`config.mk`:
```
export PLATFORM = sky130hd
export DESIGN_NAME = uart_tx_arbiter
export DESIGN_NICKNAME = d
export VERILOG_FILES = /design/src/rtl/uart_tx_arbiter.sv
export SDC_FILE = /design/constraint.sdc
export NUM_CORES = 1
export LEC_CHECK = 0
export CAP_MARGIN = 20
export CORE_MARGIN = 1.5
export CORE_UTILIZATION = 25
export CTS_CLUSTER_DIAMETER = 120
export DETAILED_ROUTE_END_ITERATION = 10
export PLACE_DENSITY = 0.48
export SYNTH_ARGS = -nofsm -noshare
export SYNTH_HDL_FRONTEND = slang
export SYNTH_SLANG_ARGS = --single-unit
export TNS_END_PERCENT = 100
```
`constraint.sdc`:
```
create_clock -name clock -period 4.95 [get_ports clock]
set_input_delay 0.99 -clock clock [delete_from_list [all_inputs] [get_ports clock]]
set_output_delay 0.99 -clock clock [all_outputs]
set_load 0.05 [all_outputs]
```
`src/rtl/uart_tx_arbiter.sv`:
```
`default_nettype none
// ============================================================================
// Module      : uart_tx_arbiter
// Description : Round-robin arbiter with bounded burst hold in front of an
//               8N1 serializer driving the shared simulated UART line.
// Revision    : 1.0 - initial release
// ============================================================================
module uart_tx_arbiter #(
    parameter  int NUM_REQ      = 4,
    parameter  int CLKS_PER_BIT = 16,
    parameter  int BURST        = 8,
    localparam int GW           = ($clog2(NUM_REQ) < 1) ? 1 : $clog2(NUM_REQ)
) (
    input  logic                   clock,
    input  logic                   reset,
    input  logic [NUM_REQ-1:0]     req_valid,
    input  logic [8*NUM_REQ-1:0]   req_data,
    output logic [NUM_REQ-1:0]     req_ready,
    output logic                   uart_tx,
    output logic                   uart_tx_driven,
    output logic                   busy,
    output logic [GW-1:0]          grant_id
);

    localparam int              c_TW    = $clog2(CLKS_PER_BIT + 1);
    localparam logic [c_TW-1:0] c_LAST  = c_TW'(CLKS_PER_BIT - 1);
    localparam logic [7:0]      c_BURST = 8'(BURST);

    typedef enum logic [1:0] {
        S_IDLE  = 2'd0,
        S_START = 2'd1,
        S_DATA  = 2'd2,
        S_STOP  = 2'd3
    } state_t;

    state_t          r_state;
    state_t          w_state_nxt;
    logic [c_TW-1:0] r_timer;
    logic [2:0]      r_bit;
    logic [7:0]      r_shift;
    logic            r_tx;
    logic            r_driven;
    logic [GW-1:0]   r_grant;
    logic [7:0]      r_burst;

    logic            w_tick;
    logic            w_hold;
    logic            w_hi_found;
    logic            w_lo_found;
    logic [GW-1:0]   w_hi_idx;
    logic [GW-1:0]   w_lo_idx;
    logic            w_sel_valid;
    logic [GW-1:0]   w_sel_idx;
    logic [7:0]      w_sel_data;
    logic            w_hs;

    assign w_tick = (r_timer == c_LAST);

    // Requester selection: keep the current grantee while its burst lasts,
    // otherwise take the first valid requester after it (wrapping to itself).
    always_comb begin
        w_hi_found = 1'b0;
        w_lo_found = 1'b0;
        w_hi_idx   = '0;
        w_lo_idx   = '0;
        w_sel_data = '0;
        for (int j = 0; j < NUM_REQ; j++) begin
            if (req_valid[j]) begin
                if (GW'(j) > r_grant) begin
                    if (!w_hi_found) begin
                        w_hi_found = 1'b1;
                        w_hi_idx   = GW'(j);
                    end
                end else if (!w_lo_found) begin
                    w_lo_found = 1'b1;
                    w_lo_idx   = GW'(j);
                end
            end
        end
        w_hold      = (r_burst < c_BURST) && req_valid[r_grant];
        w_sel_valid = w_hold || w_hi_found || w_lo_found;
        if (w_hold) begin
            w_sel_idx = r_grant;
        end else if (w_hi_found) begin
            w_sel_idx = w_hi_idx;
        end else begin
            w_sel_idx = w_lo_idx;
        end
        for (int j = 0; j < NUM_REQ; j++) begin
            if (w_sel_idx == GW'(j)) begin
                w_sel_data = req_data[8*j +: 8];
            end
        end
    end

    // Ready is offered only to the selected requester while idle and out of reset.
    always_comb begin
        req_ready = '0;
        for (int j = 0; j < NUM_REQ; j++) begin
            req_ready[j] = (r_state == S_IDLE) && !reset && w_sel_valid &&
                           (w_sel_idx == GW'(j));
        end
    end

    assign w_hs = |(req_valid & req_ready);

    // Frame state register.
    always_ff @(posedge clock) begin
        if (reset) begin
            r_state <= S_IDLE;
        end else begin
            r_state <= w_state_nxt;
        end
    end

    // Next-state logic: each frame phase lasts CLKS_PER_BIT cycles per bit.
    always_comb begin
        w_state_nxt = r_state;
        case (r_state)
            S_IDLE:  if (w_hs) w_state_nxt = S_START;
            S_START: if (w_tick) w_state_nxt = S_DATA;
            S_DATA:  if (w_tick && (r_bit == 3'd7)) w_state_nxt = S_STOP;
            S_STOP:  if (w_tick) w_state_nxt = S_IDLE;
            default: w_state_nxt = S_IDLE;
        endcase
    end

    // Datapath: byte capture, grant/burst bookkeeping, bit timing and line level.
    always_ff @(posedge clock) begin
        if (reset) begin
            r_tx     <= 1'b1;
            r_driven <= 1'b0;
            r_grant  <= '0;
            r_burst  <= '0;
            r_timer  <= '0;
            r_bit    <= '0;
            r_shift  <= '0;
        end else begin
            r_driven <= 1'b1;
            if (r_state == S_IDLE) begin
                r_timer <= '0;
                r_bit   <= '0;
                r_tx    <= 1'b1;
                if (w_hs) begin
                    r_shift <= w_sel_data;
                    r_grant <= w_sel_idx;
                    r_burst <= w_hold ? (r_burst + 8'd1) : 8'd1;
                    r_tx    <= 1'b0;
                end else if (!w_sel_valid) begin
                    r_burst <= '0;
                end
            end else begin
                r_timer <= w_tick ? '0 : (r_timer + 1'b1);
                if (w_tick) begin
                    case (r_state)
                        S_START: r_tx <= r_shift[0];
                        S_DATA: begin
                            if (r_bit == 3'd7) begin
                                r_tx <= 1'b1;
                            end else begin
                                r_shift <= r_shift >> 1;
                                r_tx    <= r_shift[1];
                                r_bit   <= r_bit + 3'd1;
                            end
                        end
                        default: r_tx <= 1'b1;
                    endcase
                end
            end
        end
    end

    assign uart_tx        = r_tx;
    assign uart_tx_driven = r_driven;
    assign busy           = (r_state != S_IDLE);
    assign grant_id       = r_grant;

endmodule
`default_nettype wire

```
==> results.py, run 1 <==
metrics = {
    "grt": {
        "grt-ovfl-total": 0,
        "grt_max_degree": 19,
        "grt_pass1_vias": 2111,
        "antenna_found_initial": 0,
        "grt_use_total": 0.146,
        "grt_pass1_wl_mm": 10.3,
    },
    "route": {
        "routed_via_density": 5.44,
        "wirelength_mm": 6.40,
        "drt_first_pass_iters": 4,
        "drc_errors": 0,
        "vias": 2172,
        "avgRoutedWirePerCell_um": 16.0,
        "drtIter0Drc": 101,
        "detail-route-antenna-nets": 0,
    },
    "synthesis": {
        "synth_area_sq_um": 2170,
        "syn_nets": 297,
        "synthFlopType": "dfxtp_1",
        "ys.warnings.count": 0,
        "synth_cells": 250,
        "async_reset_ff_frac": 0,
        "ys_types": 57,
        "synth_edf_count": 0,
        "synth-seq-cells": 30,
        "synth.avg_cell_area_sq_um": 8.66,
        "ys_seq_area_frac": 0.277,
    },
    "hold_path": {
        "min_path_type": "reg2reg",
        "min_from": "r_timer[0]$_SDFF_PP0_",
        "holdPathStages": 1,
        "min_to": "r_timer[0]$_SDFF_PP0_",
    },
    "power": {
        "switching_share": 0.447,
        "vdd_ir_drop_max_v": 0.000140,
        "cellInternalPower_w": 0.000662,
        "seqPwrFrac": 0.302,
        "leakage_nw": 1.03,
        "powerDensity_nw_per_um2": 427,
        "power.switching_w": 0.000535,
        "p_clk_frac": 0.177,
        "power_frac_comb": 0.521,
    },
    "placed_design": {
        "place_inst": 391,
        "io_buffers": 46,
        "detailed_place_hpwl_mm": 4.83,
        "finalWeightedCongestion": 0.840,
        "postPlaceCellArea_sq_um": 2710,
    },
    "worst_setup_path": {
        "cp.arrival_ns": 3.47,
        "critPathLaunchType": "primary input",
        "r2r.worst_path.cells": 5,
        "crit_path_max_fanout": 18,
        "r2r_slack_ns": 2.16,
        "reg2reg_to": "r_shift[1]$_SDFFE_PP0P_",
        "r2r-start": "grant_id[1]$_SDFFE_PP0P_",
        "criticalPathCategory": "in2out",
        "worstPathRequired_ns": 3.96,
        "end_kind": "output port",
    },
    "floorplanning": {
        "ios": 47,
        "die_h_um": 96.1,
        "start_util": 0.261,
        "dieArea_sq_um": 9230,
        "num_rows": 33,
        "die_x_um": 96.1,
        "core_sq_um": 8300,
    },
    "timing": {
        "maxSlewViolCount": 0,
        "max_freq_ghz": 0.224,
        "slew_headroom": 0.316,
        "finalCritPeriodShare": 0.901,
        "worstMarginPinSlew_ns": 1.02,
        "hold_violations": 0,
        "fin_setup_tns_ns": 0,
        "fin_worst_skew_ns": 0.00500,
        "setup_viol": 0,
        "rsz0062_at_grt": "false",
        "fin_crit_ns": 4.46,
    },
    "final_layout": {
        "fin_nets": 340,
        "layout_common_cells": "clkdlybuf4s50_1, dfxtp_1, nor3_1",
        "layout_commonest_cell": "clkdlybuf4s50_1",
        "final_cells": 399,
        "fin_area_sq_um": 2800,
        "drive_gt1_frac": 0.109,
        "syn_to_final_growth_pct": 29.4,
        "antenna_cells": 0,
    },
    "clock_network": {
        "cts_setup_buffers": 0,
        "path_clk_slew_ns": 0.07,
        "cts_root_buffer": "clkbuf_8",
        "worst_skew_pair.late_latency_ns": 0.28,
        "cts-buffers-inserted": 5,
        "cts_max_level": 2,
        "holdBufCountCts": 0,
        "cts_tree": "yes",
        "cts.sinks": 30,
        "clockBufferDepth": 2,
        "ctsResizeCount": 0,
    },
    "flow_run": {
        "cap_viol_max_count": 0,
    },
    "run_status": {
        "status": "complete, no violations",
    },
}
==> how the worst max path moves through the flow <==
| stage | from | slack (ns) | to |
|---|---|---|---|
| floorplan | req_valid[3] | 0.47 | req_ready[1] |
| global placement | req_valid[2] | 0.53 | req_ready[2] |
| detailed placement | req_valid[2] | 0.45 | req_ready[2] |
| CTS | req_valid[2] | 0.44 | req_ready[2] |
| global route | req_valid[2] | 0.23 | req_ready[2] |
| finish | req_valid[2] | 0.49 | req_ready[2] |
==> area by class of cell <==
class | count | area [sq um]
Fill cell | 889 | 5500
Multi-Input combinational cell | 195 | 1410
Sequential cell | 30 | 601
Timing Repair Buffer | 53 | 541
Tap cell | 105 | 131
Clock buffer | 6 | 82.6
Inverter | 8 | 30.0
Clock inverter | 2 | 12.5
==> sequential cells by signal (all words and copies together) (netlist names) <==
| name | flops |
|---|---|
| r_state | 2 |
| grant_id | 2 |
| uart_tx_driven | 1 |
| r_burst | 8 |
| r_timer | 5 |
| r_bit | 3 |
| uart_tx | 1 |
| r_shift | 8 |
==> routing by layer <==
layer  global-route usage  part of all wire  vias to the layer above
met4               0.0453             0.013                        0
met2                0.240              0.46                       58
met3               0.0371             0.058                        7
met5                    0                 0                        -
li1                     -                 -                     1073
met1                0.188              0.47                     1034
==> cell usage after synthesis, types with 2 or more instances <==
master     count  area share
a211oi_1       3       0.010
a21oi_1        6       0.014
a22o_1         6       0.024
and2_1         3      0.0087
and3_1         2      0.0058
buf_6          7       0.036
clkbuf_1       6       0.010
clkbuf_2       2      0.0046
clkinv_1       3      0.0052
dfxtp_1       30        0.28
ha_1           9       0.052
inv_1          5      0.0087
mux2i_1        9       0.042
nand2_1       14       0.024
nand2b_1       2      0.0058
nand3_1        2      0.0046
nand3b_1       2      0.0069
nand4_1        2      0.0058
nor2_1        20       0.035
nor3_1        28       0.065
nor4_1         3      0.0087
o2111ai_1      8       0.032
o211a_1        8       0.037
o21ai_0       10       0.023
o221ai_1       8       0.032
o2bb2ai_1      7       0.028
o311ai_0       7       0.028
o311ai_1       7       0.028
or4_4          2       0.010
xor2_1         2      0.0081
==> cell families after synthesis <==
logic type | Yosys count | share of synthesized area
AO/OA/AOI/OAI | 81 | 0.302
XOR/XNOR | 3 | 0.0121
adder cells (fa/ha/maj) | 9 | 0.0520
buffers and inverters | 25 | 0.0739
flip-flops | 30 | 0.277
multiplexers | 10 | 0.0520
AND/OR/NAND/NOR | 92 | 0.231
==> worst max-delay path, stage by stage <==
cell and delay (ns):
clkdlybuf4s50_1 0.58, or2_2 0.25, nor3_1 0.09, nor3_2 0.78, o21ai_0 0.33, nor2_1 0.27
buf_12 0.17
==> through the flow <==
step / setup WS (ns) / power [W] / utilization / hold WS, ns
detailed placement: 0.446 / 0.000991 / 0.326 / 0.441
finish: 0.491 / 0.00120 / 0.338 / 0.451
global placement: 0.532 / 0.000991 / 0.326 / 0.436
floorplan: 0.470 / 0.000816 / - / 0.418
global route: 0.229 / 0.00129 / 0.338 / 0.471
CTS: 0.438 / 0.00121 / 0.338 / 0.458
==> power by group through the flow <==
| stage | clock, W | sequential (W) | combinational [W] |
|---|---|---|---|
| floorplan | 0 | 0.000359 | 0.000457 |
| global placement | 0 | 0.000366 | 0.000625 |
| detailed placement | 0 | 0.000366 | 0.000625 |
| CTS | 0.000221 | 0.000361 | 0.000627 |
| global route | 0.000234 | 0.000370 | 0.000689 |
| finish | 0.000211 | 0.000362 | 0.000624 |
No activity file was read; power rests on OpenSTA's default activity.
==> run 2: changes to the inputs <==
Clock period 4.95 ns to 5.3 ns, I/O delays scaled along.
==> results.py, run 2 (synthesis gave the netlist of run 1 again) <==
metrics = {
    "timing": {
        "maxSlewViolCount": 0,
        "whs_ns": 0.451,
        "hold_violations": 0,
        "finalCritPeriodShare": 0.873,
        "rsz0062_at_grt": "false",
        "worstMarginPinSlew_ns": 0.823,
        "max_freq_ghz": 0.216,
        "fin_worst_skew_ns": 0.00393,
        "fin_setup_tns_ns": 0,
        "setup_viol": 0,
        "worst_slack_ns": 0.672,
        "slew_headroom": 0.447,
        "fin_crit_ns": 4.63,
    },
    "floorplanning": {
        "dieArea_sq_um": 9230,
        "start_util": 0.261,
        "die_h_um": 96.1,
        "core_sq_um": 8300,
        "die_x_um": 96.1,
        "num_rows": 33,
        "ios": 47,
    },
    "final_layout": {
        "antenna_cells": 0,
        "final_core_util": 0.331,
        "final_cells": 397,
        "layout_common_cells": "clkdlybuf4s50_1, dfxtp_1, nor3_1",
        "syn_to_final_growth_pct": 26.7,
        "layout_commonest_cell": "clkdlybuf4s50_1",
        "fin_nets": 339,
        "reg_top3": "r_burst: 8 flops, r_shift: 8 flops, r_timer: 5 flops",
        "drive_gt1_frac": 0.103,
    },
    "hold_path": {
        "min_path_type": "reg2reg",
    },
    "clock_network": {
        "holdBufCountCts": 0,
        "cts_max_level": 2,
        "cts.sinks": 30,
        "cts_tree": "yes",
        "worst_skew_pair.late_latency_ns": 0.28,
        "ctsResizeCount": 0,
        "cts-buffers-inserted": 5,
        "cts_setup_buffers": 0,
        "clockBufferDepth": 2,
        "cts_root_buffer": "clkbuf_8",
        "path_clk_slew_ns": 0.06,
    },
    "grt": {
        "antenna_found_initial": 0,
        "grt-ovfl-total": 0,
        "grt_max_degree": 19,
        "grt_pass1_vias": 2123,
        "grt_pass1_wl_mm": 10.4,
        "grt_use_total": 0.146,
    },
    "worst_setup_path": {
        "r2r.worst_path.cells": 5,
        "crit_path_max_incr_delay_ns": 0.64,
        "criticalPathCategory": "in2out",
        "cp_common_cell": "nand2_1",
        "critPathLaunchType": "primary input",
        "cp.arrival_ns": 3.57,
        "reg2reg_to": "r_shift[1]$_SDFFE_PP0P_",
        "r2r_slack_ns": 2.45,
        "startpoint": "req_valid[0]",
        "worstPathRequired_ns": 4.24,
        "r2r-start": "grant_id[1]$_SDFFE_PP0P_",
        "end_kind": "output port",
        "path_cells": "clkdlybuf4s50_1, a21oi_1, o31a_1, nand2_1, nand2_1, nor4_1, buf_4",
        "critPathCapture": "req_ready[1]",
        "crit_path_max_fanout": 9,
        "cp_slowest_cell": "clkdlybuf4s50_1",
    },
    "placed_design": {
        "io_buffers": 46,
        "place_ws_ns": 0.581,
        "place_inst": 389,
        "finalWeightedCongestion": 0.815,
        "detailed_place_hpwl_mm": 4.73,
    },
    "power": {
        "cellInternalPower_w": 0.000592,
        "power_frac_comb": 0.528,
        "vdd_ir_drop_max_v": 0.000142,
        "switching_share": 0.454,
        "seqPwrFrac": 0.313,
        "powerDensity_nw_per_um2": 395,
        "power.switching_w": 0.000492,
        "p_clk_frac": 0.159,
        "leakage_nw": 1.01,
    },
    "route": {
        "drt_first_pass_iters": 4,
        "avgRoutedWirePerCell_um": 16.0,
        "wirelength_mm": 6.36,
        "drtIter0Drc": 98,
        "vias": 2104,
        "routed_via_density": 5.30,
        "detail-route-antenna-nets": 0,
        "drc_errors": 0,
    },
    "run_status": {
        "status": "complete, no violations",
    },
    "flow_run": {
        "cap_viol_max_count": 0,
    },
}
run 2: layer usage:
metal,part of all wire,routed length [um],up-vias,track usage
met2,0.46,2930,54,0.242
met5,0,0,-,0
li1,-,-,1067,-
met1,0.48,3030,977,0.188
met4,0.011,67,0,0.0380
met3,0.051,325,6,0.0348
run 2: layout make-up:
type                            count  area (sq um)
Timing Repair Buffer               52           499
Fill cell                         889          5550
Multi-Input combinational cell    195          1410
Inverter                            8          30.0
Sequential cell                    30           601
Clock buffer                        5          68.8
Tap cell                          105           131
Clock inverter                      2          10.0
run 2: worst max-delay path: cells and delay by family:
| kind | cells | cell delay, ns |
|---|---|---|
| buffers and inverters | 2 | 0.91 |
| AOI/OAI and AO/OA | 2 | 0.78 |
| and+or+nand+nor | 3 | 0.82 |
run 2: worst min-delay path by stage:
stage / start / end / slack (ns) / cells past startpoint
6_report: r_timer[0]$_SDFF_PP0_ / r_timer[0]$_SDFF_PP0_ / 0.45 / 1
5_1_grt: r_timer[0]$_SDFF_PP0_ / r_timer[0]$_SDFF_PP0_ / 0.49 / 1
2_1_floorplan: r_timer[0]$_SDFF_PP0_ / r_timer[0]$_SDFF_PP0_ / 0.42 / 1
3_5_place_dp: r_timer[0]$_SDFF_PP0_ / r_timer[0]$_SDFF_PP0_ / 0.44 / 1
3_3_place_gp: r_timer[0]$_SDFF_PP0_ / r_timer[0]$_SDFF_PP0_ / 0.44 / 1
4_1_cts: r_timer[0]$_SDFF_PP0_ / r_timer[0]$_SDFF_PP0_ / 0.45 / 1
run 2: power by group through the flow:
stage | logic, W | registers, W | clock network (W)
after floorplan | 0.000427 | 0.000335 | 0
after global placement | 0.000569 | 0.000342 | 0
after detailed placement | 0.000564 | 0.000342 | 0
after CTS | 0.000568 | 0.000338 | 0.000179
after global routing | 0.000631 | 0.000346 | 0.000188
final | 0.000573 | 0.000339 | 0.000172
run 2: stage by stage:
| stage | total power (W) | instance area, sq um |
|---|---|---|
| 2_1_floorplan | 0.000762 | 2170 |
| 4_1_cts | 0.00108 | 2730 |
| 3_5_place_dp | 0.000906 | 2660 |
| 5_1_grt | 0.00116 | 2750 |
| 6_report | 0.00108 | 2750 |
| 3_3_place_gp | 0.000911 | 2660 |
==> run 3: changes to the inputs <==
Settings changed: ABC_AREA set to 1, PLACE_DENSITY 0.48 to 0.49.
==> results.py, run 3 <==
metrics = {
    "timing": {
        "slew_headroom": 0.569,
        "fin_setup_tns_ns": 0,
        "maxSlewViolCount": 0,
        "hold_violations": 0,
        "fin_worst_skew_ns": 0.00629,
        "finalCritPeriodShare": 0.864,
        "rsz0062_at_grt": "false",
        "worstMarginPinSlew_ns": 0.647,
        "max_freq_ghz": 0.219,
        "setup_viol": 0,
        "fin_crit_ns": 4.58,
    },
    "placed_design": {
        "detailed_place_hpwl_mm": 3.74,
        "postPlaceCellArea_sq_um": 2500,
        "io_buffers": 46,
        "finalWeightedCongestion": 0.820,
    },
    "synthesis": {
        "synth_top_area_frac": 0.301,
        "synth-seq-cells": 30,
        "synth.area.top_cells": "dfxtp_1, nand2_1, nand3_1",
        "yosysMostFrequentCell": "nand2_1",
        "synth_cells": 295,
        "ys_seq_area_frac": 0.301,
        "yosys-top-cells-count": "nand2_1, inv_1, nand3_1, dfxtp_1, o21ai_0",
        "synthFlopType": "dfxtp_1",
        "synth_area_sq_um": 1990,
        "syn_nets": 342,
        "synth_top_area_cell": "dfxtp_1",
        "synth.avg_cell_area_sq_um": 6.76,
        "ys.warnings.count": 0,
        "synth_edf_count": 0,
        "ys_types": 32,
        "async_reset_ff_frac": 0,
    },
    "hold_path": {
        "min_to": "r_burst[4]$_SDFFE_PP0P_",
        "min_from": "r_burst[4]$_SDFFE_PP0P_",
        "holdPathStages": 2,
        "min_path_type": "reg2reg",
    },
    "grt": {
        "grt_use_total": 0.114,
        "grt_max_degree": 17,
        "grt_pass1_wl_mm": 7.87,
        "grt-ovfl-total": 0,
        "antenna_found_initial": 0,
        "grt_pass1_vias": 1792,
    },
    "floorplanning": {
        "start_util": 0.258,
        "die_x_um": 92.3,
        "die_h_um": 92.3,
        "dieArea_sq_um": 8520,
        "ios": 47,
        "num_rows": 32,
        "core_sq_um": 7730,
    },
    "clock_network": {
        "cts.sinks": 30,
        "cts-buffers-inserted": 5,
        "worst_skew_pair.late_latency_ns": 0.28,
        "cts_tree": "yes",
        "holdBufCountCts": 0,
        "cts_max_level": 2,
        "ctsResizeCount": 0,
        "cts_setup_buffers": 0,
        "path_clk_slew_ns": 0.07,
        "cts_root_buffer": "clkbuf_8",
        "clockBufferDepth": 2,
    },
    "worst_setup_path": {
        "r2r-start": "r_state[0]$_SDFFE_PP0P_",
        "critPathLaunchType": "primary input",
        "cp.arrival_ns": 3.52,
        "crit_path_max_fanout": 11,
        "r2r.worst_path.cells": 7,
        "criticalPathCategory": "in2out",
        "end_kind": "output port",
        "r2r_slack_ns": 2.97,
        "worstPathRequired_ns": 4.24,
        "reg2reg_to": "r_burst[2]$_SDFFE_PP0P_",
    },
    "route": {
        "drc_errors": 0,
        "routed_via_density": 4.33,
        "drtIter0Drc": 35,
        "wirelength_mm": 4.82,
        "drt_first_pass_iters": 4,
        "vias": 1913,
        "avgRoutedWirePerCell_um": 10.9,
        "detail-route-antenna-nets": 0,
    },
    "final_layout": {
        "antenna_cells": 0,
        "final_core_util": 0.337,
        "fin_area_sq_um": 2600,
        "syn_to_final_growth_pct": 30.5,
        "layout_commonest_cell": "nand2_1",
        "layout_common_cells": "nand2_1, inv_1, clkdlybuf4s50_1",
        "fin_nets": 386,
        "reg_top3": "r_burst: 8 flops, r_shift: 8 flops, r_timer: 5 flops",
        "drive_gt1_frac": 0.0912,
    },
    "power": {
        "powerDensity_nw_per_um2": 478,
        "leakage_nw": 1.19,
        "vdd_ir_drop_max_v": 0.000276,
    },
    "flow_run": {
        "cap_viol_max_count": 0,
    },
    "run_status": {
        "status": "complete, no violations",
    },
}
==> run 3: how the worst max path moves through the flow <==
stage                       startpoint            to  depth (start not counted)
after CTS                 req_valid[3]  req_ready[3]                         10
after global routing      req_valid[3]  req_ready[3]                         10
after detailed placement  req_valid[3]  req_ready[3]                         10
after global placement    req_valid[3]  req_ready[3]                         10
after floorplan           req_valid[1]  req_ready[1]                         10
final                     req_valid[3]  req_ready[3]                         10
==> run 3: through the flow <==
stage               instances  hold WS (ns)  worst slack [ns]  total power [W]
floorplan                 295         0.414              1.43         0.000890
global placement          434         0.426             0.766          0.00103
detailed placement        434         0.426             0.703          0.00103
CTS                       442         0.437             0.701          0.00126
global route              442         0.458             0.529          0.00136
finish                    442         0.435             0.723          0.00124
==> run 3: critical path: stages <==
cell             delay, ns
clkdlybuf4s50_1       0.55
nand3_1               0.19
nand2_2               0.15
nand3_1               0.11
nand2_1               0.07
nand2_1               0.05
nand2_2               0.17
nand2_2               0.20
nor2_1                0.13
clkdlybuf4s50_1       0.82
==> run 3: power breakdown <==
group / internal (W) / leakage (nW) / switching, W
clock: 0.000140 / 0.0524 / 0.0000818
combinational: 0.000239 / 0.888 / 0.000477
sequential: 0.000270 / 0.245 / 0.0000360
==> run 3: logic make-up after synthesis <==
logic type | Yosys count | share of synthesized area
xor+xnor | 3 | 0.0132
fa+ha+maj | 9 | 0.0565
compound gates | 44 | 0.133
flops | 30 | 0.301
simple gates | 148 | 0.351
buf+inv | 61 | 0.146
==> run 3: layer usage <==
metal	vias to the layer above	track usage	share of wire
met4	0	0.0474	0.013
met2	30	0.181	0.44
met3	7	0.0197	0.031
met1	844	0.153	0.52
met5	-	0	0
li1	1032	-	-
==> run 3: cell type report <==
class | count | area, sq um
Clock buffer | 7 | 76.3
Multi-Input combinational cell | 204 | 1100
Sequential cell | 30 | 601
Fill cell | 841 | 5120
Timing Repair Buffer | 47 | 468
Inverter | 51 | 196
Tap cell | 102 | 128
Clock inverter | 1 | 30.0
